`config.mk`:
```
export PLATFORM = sky130hd
export DESIGN_NAME = uart_rx_fifo
export DESIGN_NICKNAME = d
export VERILOG_FILES = /design/src/rtl/uart_rx_fifo_pkg.sv /design/src/rtl/uart_rx_fifo_mem.sv /design/src/rtl/uart_rx_fifo.sv
export SDC_FILE = /design/constraint.sdc
export NUM_CORES = 1
export LEC_CHECK = 0
export CORE_MARGIN = 4
export CORE_UTILIZATION = 47
export CTS_CLUSTER_DIAMETER = 80
export CTS_CLUSTER_SIZE = 14
export DETAILED_ROUTE_END_ITERATION = 16
export DONT_BUFFER_PORTS = 1
export HOLD_SLACK_MARGIN = 0.03
export PLACE_DENSITY_LB_ADDON = 0.15
export SYNTH_ARGS = -nofsm -noshare
export SYNTH_HDL_FRONTEND = slang
export SYNTH_HIERARCHICAL = 1
export SYNTH_SLANG_ARGS = --single-unit
```
`constraint.sdc`:
```
create_clock -name clk -period 6.7 [get_ports clk]
set_clock_uncertainty 0.05 [all_clocks]
set_input_delay 1.34 -clock clk [delete_from_list [all_inputs] [get_ports clk]]
set_output_delay 1.34 -clock clk [all_outputs]
set_load 0.05 [all_outputs]
```
`src/rtl/uart_rx_fifo_pkg.sv`:
```
// Shared constants for the uart receive FIFO and its io register view.
package uart_rx_fifo_pkg;

  localparam int UART_FIFO_DEPTH_BITS = 4;

  // io register map for the receive FIFO
  localparam logic [7:0] IO_UART_FIFO_DATA   = 8'h30;
  localparam logic [7:0] IO_UART_FIFO_STATUS = 8'h31;
  localparam logic [7:0] IO_UART_FIFO_CTRL   = 8'h32;

  // status register bit positions
  localparam int ST_EMPTY   = 0;
  localparam int ST_FULL    = 1;
  localparam int ST_OVF     = 2;
  localparam int ST_CNT_LSB = 3;
  localparam int ST_CNT_MAX = 31;

  // Pack flags and count into the io status byte; count saturates at 31
  // so deeper FIFOs still fit the 5-bit field.
  function automatic logic [7:0] status_word(input logic empty, input logic full,
                                             input logic ovf, input int unsigned cnt);
    logic [4:0] c;
    c = (cnt > ST_CNT_MAX) ? 5'(ST_CNT_MAX) : 5'(cnt);
    return {c, ovf, full, empty};
  endfunction

endpackage

```
`src/rtl/uart_rx_fifo_mem.sv`:
```
// Register-array storage for the receive FIFO: synchronous write, async read.
// Kept separate so it can be swapped for a block RAM later.
module uart_rx_fifo_mem #(
  parameter int DEPTH_BITS = 4,
  parameter int DATA_W     = 8
) (
  input  logic                  clk,
  input  logic                  we,
  input  logic [DEPTH_BITS-1:0] waddr,
  input  logic [DATA_W-1:0]     wdata,
  input  logic [DEPTH_BITS-1:0] raddr,
  output logic [DATA_W-1:0]     rdata
);

  logic [DATA_W-1:0] mem_q [2**DEPTH_BITS];

  // Write port; contents need no reset since reads are gated by count.
  always_ff @(posedge clk) begin
    if (we) mem_q[waddr] <= wdata;
  end

  assign rdata = mem_q[raddr];

endmodule

```
`src/rtl/uart_rx_fifo.sv`:
```
// Receive-side FWFT byte FIFO between the uart core and the io block.
// Edge-detects rx_done, buffers bytes, tracks count and a sticky overflow.
module uart_rx_fifo
  import uart_rx_fifo_pkg::*;
#(
  parameter int DEPTH_BITS = UART_FIFO_DEPTH_BITS,
  parameter int DATA_W     = 8
) (
  input  logic                clk,
  input  logic                rst_n,
  input  logic [DATA_W-1:0]   rx_data,
  input  logic                rx_done,
  input  logic                pop,
  input  logic                clear,
  output logic [DATA_W-1:0]   dout,
  output logic [DEPTH_BITS:0] count,
  output logic                empty,
  output logic                full,
  output logic                overflow
);

  localparam int                  DEPTH   = 1 << DEPTH_BITS;
  localparam logic [DEPTH_BITS:0] CNT_MAX = (DEPTH_BITS+1)'(DEPTH);
  localparam logic [DEPTH_BITS:0] CNT_ONE = (DEPTH_BITS+1)'(1);
  localparam logic [DEPTH_BITS-1:0] PTR_ONE = DEPTH_BITS'(1);

  logic [DEPTH_BITS-1:0] rd_ptr_q, rd_ptr_d, wr_ptr_q, wr_ptr_d;
  logic [DEPTH_BITS:0]   count_q, count_d;
  logic                  rx_done_q;
  logic                  ovf_q, ovf_d;
  logic                  push_req, do_push, do_pop;
  logic [DATA_W-1:0]     rdata;

  assign push_req = rx_done & ~rx_done_q;
  assign empty    = (count_q == '0);
  assign full     = (count_q == CNT_MAX);
  // Pop only acts on a visible head; a full FIFO accepts a push if the
  // same cycle frees a slot.
  assign do_pop   = pop & ~empty & ~clear;
  assign do_push  = push_req & (~full | pop) & ~clear;

  // Next-state for pointers, count and sticky overflow; clear wins.
  always_comb begin
    rd_ptr_d = rd_ptr_q;
    wr_ptr_d = wr_ptr_q;
    count_d  = count_q;
    ovf_d    = ovf_q;
    if (clear) begin
      rd_ptr_d = '0;
      wr_ptr_d = '0;
      count_d  = '0;
      ovf_d    = 1'b0;
    end else begin
      if (do_push) wr_ptr_d = wr_ptr_q + PTR_ONE;
      if (do_pop)  rd_ptr_d = rd_ptr_q + PTR_ONE;
      if (do_push && !do_pop) count_d = count_q + CNT_ONE;
      if (do_pop && !do_push) count_d = count_q - CNT_ONE;
      if (push_req && full && !pop) ovf_d = 1'b1;
    end
  end

  // State registers; rx_done_q tracks every cycle, including during clear.
  always_ff @(posedge clk or negedge rst_n) begin
    if (!rst_n) begin
      rd_ptr_q  <= '0;
      wr_ptr_q  <= '0;
      count_q   <= '0;
      rx_done_q <= 1'b0;
      ovf_q     <= 1'b0;
    end else begin
      rd_ptr_q  <= rd_ptr_d;
      wr_ptr_q  <= wr_ptr_d;
      count_q   <= count_d;
      rx_done_q <= rx_done;
      ovf_q     <= ovf_d;
    end
  end

  uart_rx_fifo_mem #(
    .DEPTH_BITS(DEPTH_BITS),
    .DATA_W    (DATA_W)
  ) u_mem (
    .clk  (clk),
    .we   (do_push),
    .waddr(wr_ptr_q),
    .wdata(rx_data),
    .raddr(rd_ptr_q),
    .rdata(rdata)
  );

  assign dout     = empty ? '0 : rdata;
  assign count    = count_q;
  assign overflow = ovf_q;

endmodule

```
==> results.toml <==
[run]
cap_violations = 0

[grt]
grt_remaining_overflow = 0
grt_max_degree = 36
antenna_found_initial = 0
track_usage_pct = 17.1
grt_pass1_wl_um = 17700
grt_pass1_vias = 2939

[timing]
maxSlewViolCount = 0
setup_tns_ns = 0
finalCriticalPeriod_ns = 4.37
max_freq_ghz = 0.229
tightestPinTransition_ns = 1.11
slew_headroom_pct = 25.9
setup_violations = 0
min_period_over_period_pct = 65.2
hold_viol_final = 0
rsz0062_at_grt = "no"
setup_ws_ns = 2.33

[placed_design]
dpl_cell_area_mm2 = 0.00612
io_buffers = 0
routabilityCongestion = 0.760
place_ws_ns = 2.52
dp.cells = 480
dp.final_hpwl_um = 7030

[outcome]
status = "finished clean"

[pwr]
p_clk_share_pct = 38.6
p_per_area_mw_per_mm2 = 359
internal-power_w = 0.00172
power_frac_seq_pct = 44.1
switchingPower_w = 0.000695
p_sw_share_pct = 28.8
ir_drop_uv = 171
leakagePower_nw = 2.25
p_comb_share_pct = 17.3

[die]
die_y_um = 121
die_area_mm2 = 0.0146
io_pins = 29
core_mm2 = 0.0123
die_width_um = 121
num_rows = 40
start_util_pct = 48.9

[cts]
htreeDepth = 4
worstSkewPairLatency_ns = 0.42
cts_hold_buf = 0
cts_resized = 0
clock-root-buffer = "clkbuf_16"
clk_path_buf_depth = 2
clock-sinks = 143
postCtsSetupBuffers = 0
cts_made_buffers = 17
clkTransAtPathRegs_ns = 0.06
cts_tree = "done"

[synth]
synth-seq-cells = 143
synth_top_family_by_area = "multiplexers"
synthArstFlopShare_pct = 10.5
synth_enable_flop_cells = 128
synth_xor_xnor_area_share_pct = 0.731
synth_mux_area_share_pct = 14.3
synth.distinct_cells = 49
ys.flop_type = "edfxtp_1"
synth_compound_area_share_pct = 3.76
syn_inst = 323
ys_warn_count = 6
synth_simple_gate_area_share_pct = 7.27
synth.net_count = 342
synth_area_mm2 = 0.00599
ys_seq_area_share_pct = 70.4
synthAdderAreaFrac_pct = 1.38
synth_area_per_cell_um2 = 18.6

[layout]
final_util_pct = 54.8
instances_no_fill = 512
final_common_cell = "edfxtp_1"
drive_gt1_share_pct = 17.4
layout_common_cells = "edfxtp_1, nor2_1, mux4_2"
stdcell_area_mm2 = 0.00672
syn2layout_area_growth_pct = 12.2
fin_nets = 351
diodes = 0
fillers = 966

[worst_setup_path]
worst_setup_path_end_kind = "output port"
required_ns = 5.31
timing.rr.start = "count[0]"
cp-start-kind = "register"
worstPathArrival_ns = 2.98
rrSetupSlack_ns = 3.32
path_class = "register to output port"
reg2reg_depth = 5
reg2reg_to = "u_mem/mem_q[2][5]"
cp_max_fo = 35

[detailed_routing]
viasPerCell = 5.73
drc = 0
drtIter0Drc = 214
firstDrtPassIters = 4
routed_wl_um = 11500
vias = 2933
wl_per_cell_um = 22.5
antenna_left = 0

[worst_hold_path]
hold_class = "input pin to async pin"
==> cells by family (layout without fill, tap and decap cells) <==
logic type               Yosys count  after routing
AO/OA/AOI/OAI                     29             29
flip-flops                       143            143
adder cells (fa/ha/maj)            6              6
XOR/XNOR                           5              5
buffers and inverters             19             40
AND/OR/NAND/NOR                   81             81
multiplexers                      40             40
==> flip-flops by register name (all words and copies together), names as in the netlist <==
register	count
u_mem/mem_q	128
overflow	1
rx_done_q	1
count	5
wr_ptr_q	4
rd_ptr_q	4
==> area by class of cell <==
type / count / area [um^2] / share of cell area, %
Clock buffer: 18 / 429 / 6.38
Multi-Input combinational cell: 161 / 1650 / 24.6
Tap cell: 168 / 210 / 3.13
Inverter: 5 / 18.8 / 0.279
Sequential cell: 143 / 4220 / 62.8
Timing Repair Buffer: 4 / 30.0 / 0.447
Clock inverter: 13 / 163 / 2.42
==> synthesized netlist by cell type (2+ instances only) <==
master           count  area share [%]
a22oi_1             16             2.0
and2b_1              6            0.75
buf_2                3            0.25
buf_6                4            0.75
clkbuf_1             3            0.19
clkdlybuf4s25_2      3            0.50
dfrtp_1             15             6.3
edfxtp_1           128              64
ha_1                 5             1.0
inv_1                5            0.31
mux2_1               3            0.56
mux2i_1              4            0.67
mux4_1              14             6.1
mux4_2              18             6.8
nand2_1             11            0.69
nand2b_1             4            0.42
nand3_1              5            0.42
nand3b_1             2            0.25
nor2_1              27             1.7
nor2b_1             10             1.0
nor3_1               5            0.42
o211ai_1             2            0.25
xnor2_1              2            0.29
xor2_1               3            0.44
==> per-stage QoR <==
| stage | hold slack, ns | total power [W] |
|---|---|---|
| global route | 0.537 | 0.00251 |
| detailed placement | 0.564 | 0.00151 |
| CTS | 0.544 | 0.00244 |
| floorplan | 0.501 | 0.00146 |
| global placement | 0.558 | 0.00150 |
| finish | 0.560 | 0.00241 |
==> worst max-delay path, cell delays in order (launching register included) <==
cell     delay (ns)
dfrtp_2        1.10
mux4_2         0.61
a22oi_1        0.39
nand2_1        0.10
and2b_1        0.34
==> worst max path at each step <==
stage	from	end	depth (start not counted)	slack (ns)
floorplan	pop	u_mem/mem_q[0][0]	5	3.21
finish	rd_ptr_q[0]	dout[7]	4	2.33
detailed placement	pop	u_mem/mem_q[0][2]	5	2.52
global placement	rx_done	u_mem/mem_q[0][2]	5	2.59
CTS	rd_ptr_q[0]	dout[0]	4	2.28
global route	rd_ptr_q[0]	dout[0]	4	2.12
==> metal layers <==
layer / track usage [%] / share of wire, %
met2: 26.3 / 49
met1: 23.2 / 44
met3: 4.80 / 6.5
met5: 0 / 0
met4: 6.94 / 1.0
==> power groups by stage <==
| stage | combinational [W] | sequential, W | clock, W |
|---|---|---|---|
| finish | 0.000418 | 0.00106 | 0.000931 |
| global route | 0.000445 | 0.00107 | 0.00100 |
| CTS | 0.000424 | 0.00106 | 0.000956 |
| detailed placement | 0.000424 | 0.00108 | 0 |
| global placement | 0.000421 | 0.00108 | 0 |
| floorplan | 0.000406 | 0.00105 | 0 |
No activity file was read; power rests on OpenSTA's default activity.
